===== config.mk =====
export PLATFORM = sky130hd
export DESIGN_NAME = merge_tree_nx1_flat
export DESIGN_NICKNAME = d
export VERILOG_FILES = /design/src/rtl/merge_tree_nx1_pkg.sv /design/src/rtl/merge_tree_nx1_if.sv /design/src/rtl/merge_tree_nx1_node.sv /design/src/rtl/merge_tree_nx1.sv /design/src/flat_wrapper.sv
export SDC_FILE = /design/constraint.sdc
export NUM_CORES = 1
export LEC_CHECK = 0
export BUFFER_PORTS_ARGS = -buffer_cell sky130_fd_sc_hd__buf_2
export CORE_MARGIN = 2
export CORE_UTILIZATION = 24
export DETAILED_ROUTE_END_ITERATION = 8
export MAX_ROUTING_LAYER = met4
export PLACE_DENSITY_LB_ADDON = 0.15
export SYNTH_ARGS = -nofsm -noshare
export SYNTH_HDL_FRONTEND = slang
export SYNTH_SLANG_ARGS = --single-unit

===== constraint.sdc =====
create_clock -name clk_i -period 8.35 [get_ports clk_i]
set_clock_uncertainty 0.2 [all_clocks]
set_input_delay 0.4175 -clock clk_i [delete_from_list [all_inputs] [get_ports clk_i]]
set_output_delay 0.4175 -clock clk_i [all_outputs]
set_load 0.005 [all_outputs]

===== src/rtl/merge_tree_nx1_pkg.sv =====
// Shared types and elaboration helpers for the N-to-1 merge tree.
package merge_tree_pkg;

    typedef enum logic {
        ARB_RR    = 1'b0,
        ARB_FIXED = 1'b1
    } arb_mode_e;

    // Number of write channels feeding the tree.
    function automatic int n_ch(input int grp_sz, input int n_grp);
        return grp_sz * n_grp;
    endfunction

    // Width of an index/tag able to address n items (at least one bit).
    function automatic int tag_w(input int n);
        return (n > 1) ? $clog2(n) : 1;
    endfunction

    // Next round-robin candidate after cur, wrapping n-1 -> 0.
    function automatic int rr_next(input int cur, input int n);
        return (cur >= n - 1) ? 0 : cur + 1;
    endfunction

endpackage


===== src/rtl/merge_tree_nx1_if.sv =====
// Bus bundle of the merge tree: channel write side, overflow control and read port.
//
// Handshake: a word is transferred out on a rising edge where valid=1 and ren=1;
// ren with valid=0 does nothing. Writes have no ready: wen while o_full=1 drops
// the word and raises the sticky ovf bit of that channel.
interface merge_tree_nx1_if #(
    parameter int N_CH   = 9,
    parameter int DATA_W = 8,
    parameter int SRC_W  = 4
);
    logic [N_CH-1:0]        wen;
    logic [N_CH*DATA_W-1:0] i_data;
    logic [N_CH-1:0]        o_full;
    logic [N_CH-1:0]        ovf;
    logic                   clr_ovf;
    logic                   i_freeze;
    logic                   ren;
    logic                   valid;
    logic [DATA_W-1:0]      o_data;
    logic [SRC_W-1:0]       o_src;

    modport master (
        output wen, i_data, clr_ovf, i_freeze, ren,
        input  o_full, ovf, valid, o_data, o_src
    );

    modport slave (
        input  wen, i_data, clr_ovf, i_freeze, ren,
        output o_full, ovf, valid, o_data, o_src
    );
endinterface


===== src/rtl/merge_tree_nx1_node.sv =====
// One arbitration node: picks one of NIN valid inputs (round-robin or fixed
// priority) into a single data+tag register. Used for both leaves and root.
module merge_node
    import merge_tree_pkg::*;
#(
    parameter int        NIN      = 3,
    parameter int        DATA_W   = 8,
    parameter int        TAG_W    = 4,
    parameter arb_mode_e ARB_MODE = ARB_RR
) (
    input  logic                  clk_i,
    input  logic                  reset_n,
    input  logic                  freeze,
    input  logic                  ready,
    input  logic [NIN-1:0]        in_valid,
    input  logic [NIN*DATA_W-1:0] in_data,
    input  logic [NIN*TAG_W-1:0]  in_tag,
    output logic [NIN-1:0]        pop,
    output logic                  out_valid,
    output logic [DATA_W-1:0]     out_data,
    output logic [TAG_W-1:0]      out_tag
);
    localparam int IDX_W = tag_w(NIN);

    logic [IDX_W-1:0] rr_ptr;
    logic [IDX_W-1:0] gnt;
    logic             load;

    // Grant selection and load decision; the register refills when it is empty
    // or being drained downstream this cycle, unless the pipeline is frozen.
    always_comb begin
        int               idx;
        logic             found;
        logic [IDX_W-1:0] cand;
        gnt   = '0;
        found = 1'b0;
        idx   = int'(rr_ptr);
        cand  = '0;
        if (ARB_MODE == ARB_FIXED) begin
            for (int k = NIN - 1; k >= 0; k--) begin
                cand = IDX_W'(k);
                if (in_valid[cand]) gnt = cand;
            end
        end else begin
            for (int k = 0; k < NIN; k++) begin
                idx  = rr_next(idx, NIN);
                cand = IDX_W'(idx);
                if (!found && in_valid[cand]) begin
                    gnt   = cand;
                    found = 1'b1;
                end
            end
        end
        load = (!out_valid || ready) && !freeze && (|in_valid);
        pop  = load ? (NIN'(1) << gnt) : '0;
    end

    // Output register and round-robin pointer (pointer moves only on a grant).
    always_ff @(posedge clk_i) begin
        if (!reset_n) begin
            out_valid <= 1'b0;
            out_data  <= '0;
            out_tag   <= '0;
            rr_ptr    <= IDX_W'(NIN - 1);
        end else if (load) begin
            out_valid <= 1'b1;
            out_data  <= in_data[gnt*DATA_W +: DATA_W];
            out_tag   <= in_tag[gnt*TAG_W +: TAG_W];
            rr_ptr    <= gnt;
        end else if (ready) begin
            out_valid <= 1'b0;
        end
    end

endmodule


===== src/rtl/merge_tree_nx1.sv =====
// N-to-1 merge tree: per-channel FIFOs, GRP_SZ-input leaf nodes, one root node
// whose register is the read port. Tags carry the global channel index upward.
module merge_tree_nx1
    import merge_tree_pkg::*;
#(
    parameter int DATA_W     = 8,
    parameter int GRP_SZ     = 3,
    parameter int N_GRP      = 3,
    parameter int FIFO_DEPTH = 4,
    parameter int ARB_MODE   = 0
) (
    input  logic             clk_i,
    input  logic             reset_n,
    merge_tree_nx1_if.slave  bus
);
    localparam int        N_CH  = n_ch(GRP_SZ, N_GRP);
    localparam int        SRC_W = tag_w(N_CH);
    localparam int        PTR_W = $clog2(FIFO_DEPTH);
    localparam arb_mode_e MODE  = (ARB_MODE == 1) ? ARB_FIXED : ARB_RR;

    logic [N_CH-1:0]         fifo_ne;
    logic [N_CH-1:0]         fifo_pop;
    logic [N_CH-1:0]         fifo_full;
    logic [N_CH*DATA_W-1:0]  fifo_data;
    logic [N_CH*SRC_W-1:0]   ch_tag;
    logic [N_CH-1:0]         ovf_q;
    logic [N_GRP-1:0]        leaf_valid;
    logic [N_GRP-1:0]        leaf_pop;
    logic [N_GRP*DATA_W-1:0] leaf_data;
    logic [N_GRP*SRC_W-1:0]  leaf_tag;
    logic                    root_valid;
    logic [DATA_W-1:0]       root_data;
    logic [SRC_W-1:0]        root_tag;
    logic                    root_ready;

    for (genvar c = 0; c < N_CH; c++) begin : g_fifo
        logic [DATA_W-1:0] mem [FIFO_DEPTH];
        logic [PTR_W-1:0]  wptr;
        logic [PTR_W-1:0]  rptr;
        logic [PTR_W:0]    count;
        logic              wr;
        logic              ovf_bit;

        // Fullness is judged on the registered count, so a pop never frees a slot for a same-cycle write.
        assign fifo_full[c] = (count == (PTR_W+1)'(FIFO_DEPTH));
        assign wr           = bus.wen[c] & ~fifo_full[c];
        assign fifo_ne[c]   = (count != '0);
        assign fifo_data[c*DATA_W +: DATA_W] = mem[rptr];
        assign ch_tag[c*SRC_W +: SRC_W]      = SRC_W'(c);
        assign ovf_q[c]     = ovf_bit;

        // Pointer and occupancy bookkeeping.
        always_ff @(posedge clk_i) begin
            if (!reset_n) begin
                wptr  <= '0;
                rptr  <= '0;
                count <= '0;
            end else begin
                if (wr)          wptr <= wptr + 1'b1;
                if (fifo_pop[c]) rptr <= rptr + 1'b1;
                case ({wr, fifo_pop[c]})
                    2'b10:   count <= count + 1'b1;
                    2'b01:   count <= count - 1'b1;
                    default: ;
                endcase
            end
        end

        // Word storage; contents are don't-care while the count says empty.
        always_ff @(posedge clk_i) begin
            if (wr) mem[wptr] <= bus.i_data[c*DATA_W +: DATA_W];
        end

        // Sticky drop flag; a clear in the same cycle as a drop wins.
        always_ff @(posedge clk_i) begin
            if (!reset_n)                        ovf_bit <= 1'b0;
            else if (bus.clr_ovf)                ovf_bit <= 1'b0;
            else if (bus.wen[c] && fifo_full[c]) ovf_bit <= 1'b1;
        end
    end

    for (genvar g = 0; g < N_GRP; g++) begin : g_leaf
        merge_node #(
            .NIN      (GRP_SZ),
            .DATA_W   (DATA_W),
            .TAG_W    (SRC_W),
            .ARB_MODE (MODE)
        ) u_leaf (
            .clk_i     (clk_i),
            .reset_n   (reset_n),
            .freeze    (bus.i_freeze),
            .ready     (leaf_pop[g]),
            .in_valid  (fifo_ne[g*GRP_SZ +: GRP_SZ]),
            .in_data   (fifo_data[g*GRP_SZ*DATA_W +: GRP_SZ*DATA_W]),
            .in_tag    (ch_tag[g*GRP_SZ*SRC_W +: GRP_SZ*SRC_W]),
            .pop       (fifo_pop[g*GRP_SZ +: GRP_SZ]),
            .out_valid (leaf_valid[g]),
            .out_data  (leaf_data[g*DATA_W +: DATA_W]),
            .out_tag   (leaf_tag[g*SRC_W +: SRC_W])
        );
    end

    // The output register drains on ren even while frozen; only refills are held.
    assign root_ready = bus.ren & root_valid;

    merge_node #(
        .NIN      (N_GRP),
        .DATA_W   (DATA_W),
        .TAG_W    (SRC_W),
        .ARB_MODE (MODE)
    ) u_root (
        .clk_i     (clk_i),
        .reset_n   (reset_n),
        .freeze    (bus.i_freeze),
        .ready     (root_ready),
        .in_valid  (leaf_valid),
        .in_data   (leaf_data),
        .in_tag    (leaf_tag),
        .pop       (leaf_pop),
        .out_valid (root_valid),
        .out_data  (root_data),
        .out_tag   (root_tag)
    );

    assign bus.valid  = root_valid;
    assign bus.o_data = root_data;
    assign bus.o_src  = root_tag;
    assign bus.o_full = fifo_full;
    assign bus.ovf    = ovf_q;

endmodule

===== src/flat_wrapper.sv =====
// flat-port wrapper written by rule: the top's interface ports become plain ports
module merge_tree_nx1_flat import merge_tree_pkg::*;
#(
    parameter int DATA_W     = 8,
    parameter int GRP_SZ     = 3,
    parameter int N_GRP      = 3,
    parameter int FIFO_DEPTH = 4,
    parameter int ARB_MODE   = 0
)
  (clk_i, reset_n, bus_wen, bus_i_data, bus_clr_ovf, bus_i_freeze, bus_ren, bus_o_full, bus_ovf, bus_valid, bus_o_data, bus_o_src);
  merge_tree_nx1_if #(.DATA_W(DATA_W)) bus_i ();
  input  logic clk_i;
  input  logic reset_n;
  input wire logic [$bits(bus_i.wen)-1:0] bus_wen;
  input wire logic [$bits(bus_i.i_data)-1:0] bus_i_data;
  input wire logic [$bits(bus_i.clr_ovf)-1:0] bus_clr_ovf;
  input wire logic [$bits(bus_i.i_freeze)-1:0] bus_i_freeze;
  input wire logic [$bits(bus_i.ren)-1:0] bus_ren;
  output wire logic [$bits(bus_i.o_full)-1:0] bus_o_full;
  output wire logic [$bits(bus_i.ovf)-1:0] bus_ovf;
  output wire logic [$bits(bus_i.valid)-1:0] bus_valid;
  output wire logic [$bits(bus_i.o_data)-1:0] bus_o_data;
  output wire logic [$bits(bus_i.o_src)-1:0] bus_o_src;
  assign bus_i.wen = bus_wen;
  assign bus_i.i_data = bus_i_data;
  assign bus_i.clr_ovf = bus_clr_ovf;
  assign bus_i.i_freeze = bus_i_freeze;
  assign bus_i.ren = bus_ren;
  assign bus_o_full = bus_i.o_full;
  assign bus_ovf = bus_i.ovf;
  assign bus_valid = bus_i.valid;
  assign bus_o_data = bus_i.o_data;
  assign bus_o_src = bus_i.o_src;
  merge_tree_nx1 #(.DATA_W(DATA_W), .GRP_SZ(GRP_SZ), .N_GRP(N_GRP), .FIFO_DEPTH(FIFO_DEPTH), .ARB_MODE(ARB_MODE)) u_core (.clk_i(clk_i), .reset_n(reset_n), .bus(bus_i));
endmodule

==> results.txt <==
Worst hold path type: input pin to flop
Setup repair bufs after CTS: 0
Full die area: 77100 um2
Overall power: 7290 uW
Top_reg_cell synth: edfxtp_1
Worst vdd ir: 0.123 mV
Via count: 10297
Initial DRC Count: 590
Synth cell count leaders: edfxtp_1 (288), dfxtp_1 (146), nor2_1 (92)
Leakage: 0.00787 uW
Synth top area share: 0.481
EDFF count, synth: 288
Async SR Flop Fraction: 0
Status: finished, final reports clean
Final Hold Fails: 0
Nets@finish: 1571
Core Area: 74300 um2
Routed length per instance: 18.0 um
Unrepaired setup endpoints after global routing: false
Port bufs: 116
Synth area leaders: edfxtp_1 (48%), dfxtp_1 (16%), mux4_2 (9.0%), ha_1 (3.3%), mux2i_1 (2.2%)
Max Clk Rate: 275 MHz
Post-Route WL: 43.9 mm
H-tree depth: 2
Crit path max fanout: 16
Synthesis-to-finish area growth: 22.9%
Cells after Synth: 1237
Slew Limit Fails: 0
Gr usage total: 0.118
Ports: 117
CP endpoint kind: flop
Critical path data arrival time: 3960 ps
Gp weighted congestion: 0.735
Post-layout min period: 3640 ps
Hold path start: bus_i_freeze
Top-count cell post-synth: edfxtp_1
Remaining antenna violation count: 0
CP Launch Point: u_core.g_fifo[0].count[0]
Seq/Total Area, Yosys: 0.644
Power Density: 330 nW/um2
CTS tree: yes
Max-capacitance violation count: 0
Total clock sinks: 434
Largest net degree at the start of global routing: 53
DP HPWL: 30.6 mm
Leading area contributor after synthesis: edfxtp_1
Remaining global-route overflow: 0
CP max stage cell: a21oi_2
Die Y: 278 um
Via/cell ratio: 4.21
Syn avg cell area: 14.5 um2
Final setup fails: 0
Yosys reg bits: 434
Worst R2R Start: u_core.g_fifo[0].count[0]
Slew Limit Headroom: 0.280
CTS buffer count: 52
Clock latency on the worst-skew pair: 600 ps
Critical path class: flop to flop
Worst endpoint required time: 8670 ps
Residual DRC count: 0
Clock Tree Buf Depth: 3
Post_cts resized: 0
Netlist cell types: 64
Worst Setup Start Kind: flop
Final worst path period share: 0.436
Clock root buffer: clkbuf_16
Slew @ Worst Pin: 1080 ps
Clock slew at reported path FFs: 60 ps
Initial antenna violation count: 1
Initial core utilization: 0.242
First drt pass iteration count: 4
Total negative setup slack: 0 ps
Die Span X: 278 um
# hold bufs at CTS: 81
First-pass GRT wire length: 66.6 mm
Layout cells sized above 1: 0.200
Critical-path cell list: nor3_1, nand2_1, a21oi_2, nand3_1, inv_2, ha_1, inv_1, fa_1, xor2_1, or3_1, a21oi_1
Syn nets: 1380
CP max stage delay: 640 ps
Row cnt: 100
Ys Warns: 0
Mapped Area: 18000 um2
Vias in the first global route: 10698
-- metal layers --
layer  global-route usage  part of all wire
met2                0.190              0.48
met1                0.151              0.46
met3               0.0216             0.035
met4               0.0338             0.020
met5                    -                 0
-- registers in the layout (all words and copies together) (netlist names), named ones only --
register / flops
u_core.u_root.out_tag: 4
u_core.g_leaf.u_leaf.out_tag: 8
u_core.g_fifo.wptr: 18
u_core.g_fifo.count: 27
u_core.g_leaf.u_leaf.out_valid: 3
u_core.g_fifo.mem: 288
u_core.u_root.rr_ptr: 2
u_core.g_leaf.u_leaf.out_data: 24
u_core.u_root.out_valid: 1
u_core.u_root.out_data: 8
u_core.g_fifo.ovf_bit: 9
u_core.g_leaf.u_leaf.rr_ptr: 6
u_core.g_fifo.rptr: 18
-- cells by family after synthesis --
family | Yosys count | share of synthesized area
compound gates | 173 | 0.0660
xor+xnor | 32 | 0.0156
fa+ha+maj | 57 | 0.0435
buf+inv | 142 | 0.0327
flops | 434 | 0.644
mux | 122 | 0.119
simple gates | 277 | 0.0792
-- cells in the final DEF (no fill, tap or decap), types with 12 or more instances in the layout --
| cell type | count |
|---|---|
| buf_2 | 116 |
| dfxtp_1 | 146 |
| mux2i_1 | 40 |
| dlygate4sd3_1 | 81 |
| mux4_2 | 72 |
| clkbuf_1 | 12 |
| nand3_1 | 19 |
| and2_1 | 28 |
| and3_1 | 31 |
| clkbuf_16 | 53 |
| or3_1 | 14 |
| nor3_1 | 14 |
| nand2_1 | 36 |
| xnor2_1 | 12 |
| a21oi_1 | 62 |
| o31ai_1 | 13 |
| nor2_1 | 92 |
| nor2b_1 | 17 |
| xor2_1 | 20 |
| o21ai_0 | 14 |
| edfxtp_1 | 288 |
| nand2b_1 | 14 |
| a211oi_1 | 22 |
| inv_1 | 72 |
| ha_1 | 48 |
-- final timing paths --
path	depth (start not counted)	slack, ps	end
setup / recovery	11	4710	u_core.g_fifo[2].count[2]
hold / removal	3	70	u_core.g_fifo[0].rptr[0]
setup reg to reg	11	4710	u_core.g_fifo[2].count[2]
hold reg to reg	2	260	u_core.u_root.out_data[5]
-- area by class of cell --
| class | count | area, um2 |
|---|---|---|
| Timing Repair Buffer | 205 | 1450 |
| Antenna cell | 2 | 5.00 |
| Fill cell | 7495 | 52200 |
| Sequential cell | 434 | 11600 |
| Clock inverter | 31 | 349 |
| Inverter | 74 | 278 |
| Clock buffer | 67 | 1400 |
| Multi-Input combinational cell | 661 | 5810 |
| Tap cell | 969 | 1210 |
-- power breakdown --
| group | internal [uW] | switching, uW |
|---|---|---|
| registers | 2650 | 287 |
| logic | 883 | 1160 |
| clock network | 1400 | 908 |
-- critical path: cells and delay by family (launching register included) --
family / cells / cell delay [ps]
AOI/OAI and AO/OA: 2 / 780
xor gates and xnor gates: 1 / 160
adders and majority gates: 2 / 610
buffers and inverters: 2 / 250
DFF: 1 / 350
and+or+nand+nor: 4 / 1200
-- stage by stage --
stage	worst slack (ps)	hold WS (ps)	std cells	instance area [um2]	utilization
finish	4710	71.4	2443	22100	0.297
global route	4360	89.3	2442	22100	0.297
CTS	4760	46.0	2441	22100	0.297
detailed placement	4780	253	2262	19500	0.263
global placement	4870	246	2262	19500	0.263
floorplan	5230	238	1237	18000	-
(Power assumes the default switching activity.)
